===== config.mk =====
export PLATFORM = sky130hd
export DESIGN_NAME = trojan_lockstep_monitor
export DESIGN_NICKNAME = d
export VERILOG_FILES = /design/src/rtl/trojan_lockstep_monitor.sv
export SDC_FILE = /design/constraint.sdc
export NUM_CORES = 1
export LEC_CHECK = 0
export BUFFER_PORTS_ARGS = -buffer_cell sky130_fd_sc_hd__buf_2
export CAP_MARGIN = 20
export CORE_AREA = 2 2 411 413
export DETAILED_ROUTE_END_ITERATION = 6
export DIE_AREA = 0 0 413 415
export PLACE_DENSITY = 0.47
export SLEW_MARGIN = 25
export SYNTH_ARGS = -nofsm -noshare
export SYNTH_HDL_FRONTEND = slang
export SYNTH_SLANG_ARGS = --single-unit

===== constraint.sdc =====
create_clock -name clk -period 2.99 [get_ports clk]
set_input_delay 0.4485 -clock clk [delete_from_list [all_inputs] [get_ports clk]]
set_output_delay 0.4485 -clock clk [all_outputs]
set_load 0.02 [all_outputs]

===== src/rtl/trojan_lockstep_monitor.sv =====
// Lockstep Trojan monitor: LFSR stimulus to suspect/golden AES cores, latency-aligned compare, first-mismatch capture.
// Optional macro TROJAN_MON_CAPTURE_EN adds the stimulus delay line so cap_state/cap_key hold the first failing vector.
module trojan_lockstep_monitor #(
  parameter int unsigned  DATA_W     = 128,
  parameter int unsigned  LATENCY    = 21,
  parameter int unsigned  NUM_TESTS  = 100,
  parameter logic [127:0] SEED_STATE = 128'h1,
  parameter logic [127:0] SEED_KEY   = 128'h2,
  parameter int unsigned  CNT_W      = $clog2(NUM_TESTS + 1)
) (
  input  logic              clk,
  input  logic              rst,
  input  logic              start,
  output logic [DATA_W-1:0] state,
  output logic [DATA_W-1:0] key,
  output logic              stim_valid,
  input  logic [DATA_W-1:0] dut_out,
  input  logic [DATA_W-1:0] golden_out,
  output logic              busy,
  output logic              done,
  output logic              detected,
  output logic [CNT_W-1:0]  mismatch_count,
  output logic [CNT_W-1:0]  first_idx,
  output logic [DATA_W-1:0] cap_state,
  output logic [DATA_W-1:0] cap_key,
  output logic [DATA_W-1:0] cap_golden,
  output logic [DATA_W-1:0] cap_dut
);

  localparam int unsigned  DRN_W = $clog2(LATENCY + 1);
  localparam int unsigned  TAIL  = LATENCY - 1;
  // Low-order terms of x^128+x^126+x^101+x^99+1, folded back in when bit 127 shifts out.
  localparam logic [127:0] POLY_LOW = 128'h40000028_00000000_00000000_00000001;
  localparam logic [127:0] SEED_S   = (SEED_STATE == '0) ? 128'h1 : SEED_STATE;
  localparam logic [127:0] SEED_K   = (SEED_KEY == '0) ? 128'h1 : SEED_KEY;
  localparam logic [CNT_W-1:0] LAST_IDX   = CNT_W'(NUM_TESTS - 1);
  localparam logic [DRN_W-1:0] DRAIN_LAST = DRN_W'(LATENCY);

  typedef enum logic [1:0] {S_IDLE, S_RUN, S_DRAIN, S_DONE} fsm_t;

  fsm_t             fsm;
  logic [127:0]     lfsr_s;
  logic [127:0]     lfsr_k;
  logic [CNT_W-1:0] iss_idx;
  logic [DRN_W-1:0] drain_cnt;
  logic             start_ok;
  logic             hit;

  logic [LATENCY-1:0]            dl_valid;
  logic [LATENCY-1:0][CNT_W-1:0] dl_idx;

  function automatic logic [127:0] lfsr_step(input logic [127:0] s);
    return {s[126:0], 1'b0} ^ (s[127] ? POLY_LOW : '0);
  endfunction

  assign start_ok = start && ((fsm == S_IDLE) || (fsm == S_DONE));
  assign hit      = dl_valid[TAIL] && (dut_out != golden_out);

  // Sequencer: the LFSRs always hold the vector after the one on state/key.
  always_ff @(posedge clk or negedge rst) begin
    if (!rst) begin
      fsm        <= S_IDLE;
      lfsr_s     <= SEED_S;
      lfsr_k     <= SEED_K;
      state      <= '0;
      key        <= '0;
      stim_valid <= 1'b0;
      busy       <= 1'b0;
      done       <= 1'b0;
      iss_idx    <= '0;
      drain_cnt  <= '0;
    end else begin
      case (fsm)
        S_IDLE, S_DONE: begin
          if (start) begin
            fsm        <= S_RUN;
            state      <= SEED_S[DATA_W-1:0];
            key        <= SEED_K[DATA_W-1:0];
            lfsr_s     <= lfsr_step(SEED_S);
            lfsr_k     <= lfsr_step(SEED_K);
            stim_valid <= 1'b1;
            busy       <= 1'b1;
            done       <= 1'b0;
            iss_idx    <= '0;
          end
        end
        S_RUN: begin
          if (iss_idx == LAST_IDX) begin
            fsm        <= S_DRAIN;
            stim_valid <= 1'b0;
            drain_cnt  <= '0;
          end else begin
            iss_idx <= iss_idx + CNT_W'(1);
            state   <= lfsr_s[DATA_W-1:0];
            key     <= lfsr_k[DATA_W-1:0];
            lfsr_s  <= lfsr_step(lfsr_s);
            lfsr_k  <= lfsr_step(lfsr_k);
          end
        end
        S_DRAIN: begin
          // One cycle beyond LATENCY so the last compare has landed in the result registers.
          if (drain_cnt == DRAIN_LAST) begin
            fsm  <= S_DONE;
            busy <= 1'b0;
            done <= 1'b1;
          end else begin
            drain_cnt <= drain_cnt + DRN_W'(1);
          end
        end
        default: fsm <= S_IDLE;
      endcase
    end
  end

  always_ff @(posedge clk or negedge rst) begin
    if (!rst) begin
      dl_valid <= '0;
      dl_idx   <= '0;
    end else begin
      dl_valid[0] <= stim_valid;
      dl_idx[0]   <= iss_idx;
      for (int unsigned k = 1; k < LATENCY; k++) begin
        dl_valid[k] <= dl_valid[k-1];
        dl_idx[k]   <= dl_idx[k-1];
      end
    end
  end

`ifdef TROJAN_MON_CAPTURE_EN
  logic [LATENCY-1:0][DATA_W-1:0] dl_state;
  logic [LATENCY-1:0][DATA_W-1:0] dl_key;

  always_ff @(posedge clk or negedge rst) begin
    if (!rst) begin
      dl_state <= '0;
      dl_key   <= '0;
    end else begin
      dl_state[0] <= state;
      dl_key[0]   <= key;
      for (int unsigned k = 1; k < LATENCY; k++) begin
        dl_state[k] <= dl_state[k-1];
        dl_key[k]   <= dl_key[k-1];
      end
    end
  end

  always_ff @(posedge clk or negedge rst) begin
    if (!rst) begin
      cap_state <= '0;
      cap_key   <= '0;
    end else if (start_ok) begin
      cap_state <= '0;
      cap_key   <= '0;
    end else if (hit && !detected) begin
      cap_state <= dl_state[TAIL];
      cap_key   <= dl_key[TAIL];
    end
  end
`else
  assign cap_state = '0;
  assign cap_key   = '0;
`endif

  // A start is only accepted in IDLE/DONE, where the delay line is already empty, so it never races a hit.
  always_ff @(posedge clk or negedge rst) begin
    if (!rst) begin
      detected       <= 1'b0;
      mismatch_count <= '0;
      first_idx      <= '0;
      cap_golden     <= '0;
      cap_dut        <= '0;
    end else if (start_ok) begin
      detected       <= 1'b0;
      mismatch_count <= '0;
      first_idx      <= '0;
      cap_golden     <= '0;
      cap_dut        <= '0;
    end else if (hit) begin
      mismatch_count <= mismatch_count + CNT_W'(1);
      if (!detected) begin
        detected   <= 1'b1;
        first_idx  <= dl_idx[TAIL];
        cap_golden <= golden_out;
        cap_dut    <= dut_out;
      end
    end
  end

endmodule


==> impl_metrics.ini <==
[outcome]
run_status = finished with violations
failed_checks = negative setup slack

[cells_and_area]
layout.core_utilization_pct = 23.9
fillerInstances = 17900
finalNonFillerCells = 5875
nNetsFinal = 3862
post_route_cells_drive_above_1_share_pct = 29.2
growth_of_design_area_from_synthesis_to_finish_pct = 29.6

[global_routing]
largest_net_degree_at_the_start_of_global_routing = 103
gr-usage-all-layers_pct = 13.5
via_count_of_the_first_global_routing_pass = 22400
grt_pass1_wl_um = 167000
overflow = 0
initial_antenna_violation_count = 45

[setup_path]
worstPathRequired_ps = 3610
crit_path_end_kind = flip-flop
r2r_start = iss_idx[0]$_DFFE_PN0P_
startpoint = dut_out[71]
critical_path_peak_fanout = 19
setup.worst_path.start_class = input port
path_class = input port to flip-flop
critPathArrivalTime_ps = 3620

[logic_synthesis]
netlist_top_cells_area = dfrtp_1 58%, buf_4 12%, nand2_1 6.5%
ys_types = 39
synth.yosys.warnings = 0
synth_sequential_area_ratio_pct = 58.6
synth_enable_flop_cells = 0
synth_top_cell_by_area = dfrtp_1
synthDominantCellAreaShare_pct = 58.4
post-synth-top-count-cell = dfrtp_1
synth_seq_cells = 720
syn_avg_cell_area_um2 = 10.8
synth-async-reset-ratio_pct = 100
most_instantiated_cells_after_synthesis = 718 x dfrtp_1, 534 x nand2_1, 504 x buf_4, 267 x nand3_1, 144 x nor2_1
syn-cell-area_um2 = 30800
postSynthCellCount = 2838
most_used_flip_flop_cell_after_synthesis = dfrtp_1

[clock_network]
worstSkewPairLatency_ps = 680
cts-htree-levels = 3
postCtsSetupRepairBufs = 0
cts.path.max_buffers = 3
tritoncts.num_buffers = 86
cts.sink_count = 720
clockRootBuffer = clkbuf_16
cts_tree = built
worst_setup_hold_path_clk_slew_ps = 60

[placed_design]
gp_congestion = 0.923
dpl.hpwl_um = 92000
place_inst = 5556
port_buffers = 788

[floorplan]
placement_rows = 150
floorplan_die_area_um2 = 171000
initial_standard_cell_utilization_of_the_core_pct = 18.5
fp.coreArea_um2 = 167000
die_x_extent_um = 413
design.portCount = 1045
dieHeight_um = 415

[timing]
post-route-min-period_ps = 3000
final_min_period_over_clock_period_pct = 100
timing.max_slew.rel_slack_pct = 33.1
setup_ws_ps = -9.78
worst_clock_skew_ps = 31.6
finalHoldViolCount = 0
setup_violations = 13
max_freq_ghz = 0.333
slew_viol_final = 0
grt_setup_unrepaired = yes
tightestPinTransition_ps = 1000

[route]
drc_errors = 0
route.antenna.remaining_nets = 0
detailroute.via_count = 22600
wl_per_cell_um = 20.7
first_pass_iters = 5
wl_um = 121000
drt_iter0_markers = 1888
viasPerCell = 3.84

[hold_path]
hold_path_startpoint = dut_out[66]
worstHoldPathType = input port to flip-flop

[power]
ir_drop_uv = 479
power_per_cell_area_nw_per_um2 = 933
leakagePower_nw = 21.3

[job]
maxCapViolations = 0
flip-flops by register name, summed over array words and instances (netlist names):
name            cells
fsm                 2
done                1
state             128
cap_dut           128
dl_valid           21
iss_idx             7
dl_idx            147
drain_cnt           5
stim_valid          1
detected            1
lfsr_k              5
first_idx           7
cap_golden        128
mismatch_count      7
key               127
lfsr_s              4
busy                1
layout make-up:
| class | instances | area (um2) | share of cell area, % |
|---|---|---|---|
| well taps | 2204 | 2760 | 6.92 |
| clock buffers | 121 | 2510 | 6.29 |
| diodes | 19 | 47.5 | 0.119 |
| clock inverters | 24 | 294 | 0.738 |
| flip-flops and latches | 720 | 18000 | 45.2 |
| repair buffers | 1066 | 6800 | 17.1 |
| multi-input cells | 1715 | 9410 | 23.6 |
| inverters | 6 | 22.5 | 0.0565 |
report_power, final:
| group | internal [mW] | switching [mW] |
|---|---|---|
| sequential | 11.9 | 1.44 |
| clock | 6.24 | 4.31 |
| combinational | 4.21 | 9.08 |
routing by layer:
layer | up-vias | global-route usage [%] | share of wire [%]
li1 | 10100 | - | -
met5 | - | 0 | 0.011
met1 | 11300 | 15.5 | 39
met3 | 222 | 4.25 | 8.1
met2 | 982 | 22.2 | 48
met4 | 2 | 7.10 | 4.9
cell families (layout without fill, tap and decap cells):
group | after synthesis | after routing | share of synthesized area (%)
fa+ha+maj | 8 | 8 | 0.325
simple gates | 1007 | 1007 | 13.9
mux | 129 | 129 | 4.20
buf+inv | 658 | 1217 | 14.3
compound gates | 173 | 173 | 4.56
xor+xnor | 142 | 142 | 4.04
other cells | 1 | 275 | 0.0122
flops | 720 | 720 | 58.6
layout by cell type, fill, tap and decap left out, types with 2 or more instances in the layout:
cell type,Yosys,routed
nor2_1,144,142
mux2i_1,129,129
dfstp_2,2,2
ha_1,8,8
bufinv_16,0,5
clkbuf_16,0,90
o21ai_1,5,5
nand4_1,16,16
a21oi_1,8,7
nand2_1,534,533
conb_1,1,256
clkbuf_8,0,18
xor2_1,134,134
o21ai_0,14,14
inv_1,6,6
dlygate4sd3_1,0,153
a22o_1,137,137
clkinvlp_4,0,6
inv_6,0,4
xnor2_1,8,8
diode_2,0,19
o31ai_1,2,2
buf_8,0,2
buf_2,24,787
nand2b_1,3,3
buf_12,0,25
nand3_1,267,267
dfrtp_1,718,718
clkinv_2,0,6
clkinv_4,0,2
clkbuf_1,113,15
nor2_4,0,2
nor4_2,2,11
buf_4,504,95
nor4_1,32,22
or3_1,2,2
repair_timing:
| item | in CTS | in global routing |
|---|---|---|
| setup endpoints to repair | 23 | 193 |
| pin swaps | 1 | 2 |
| resized for setup | 1 | 13 |
| endpoints found under the hold margin | 176 | 0 |
| gates cloned | 0 | 2 |
| hold buffers | 153 | 0 |
worst paths after layout:
path | to | slack (ps) | depth (start not counted)
setup / recovery | cap_dut[126]$_DFFE_PN0P_ | -10 | 13
hold / removal | cap_dut[66]$_DFFE_PN0P_ | 60 | 2
setup reg to reg | state[100]$_DFFE_PN0P_ | 530 | 8
hold reg to reg | dl_valid[16]$_DFF_PN0_ | 320 | 0
max in group asynchronous | cap_dut[100]$_DFFE_PN0P_ | 1600 | 3
min in group asynchronous | key[18]$_DFFE_PN0P_ | 320 | 2
critical path, stage by stage:
cell and delay (ps):
dlygate4sd3_1 590, buf_2 150, xor2_1 190, nor4_1 330
nand4_1 340, buf_12 240, nor4_2 260, buf_4 210
a21oi_4 160, nor2_4 140, buf_12 180, clkbuf_16 220
a22o_1 140
through the flow:
stage / setup WS [ps] / setup TNS [ps] / hold slack, ps / instance area, um2 / power (mW)
4_1_cts: 0.398 / 0 / 0.0488 / 39700 / 37.5
3_5_place_dp: -764 / -183250 / 335 / 35400 / 26.5
5_1_grt: -5.46 / -6.69 / 26.4 / 39900 / 39.1
6_report: -9.78 / -53.8 / 61.3 / 39900 / 37.2
3_3_place_gp: -792 / -191260 / 332 / 35400 / 26.4
2_1_floorplan: 645 / 0 / 153 / 31700 / 21.1
Power figures use the tool's default switching activity.
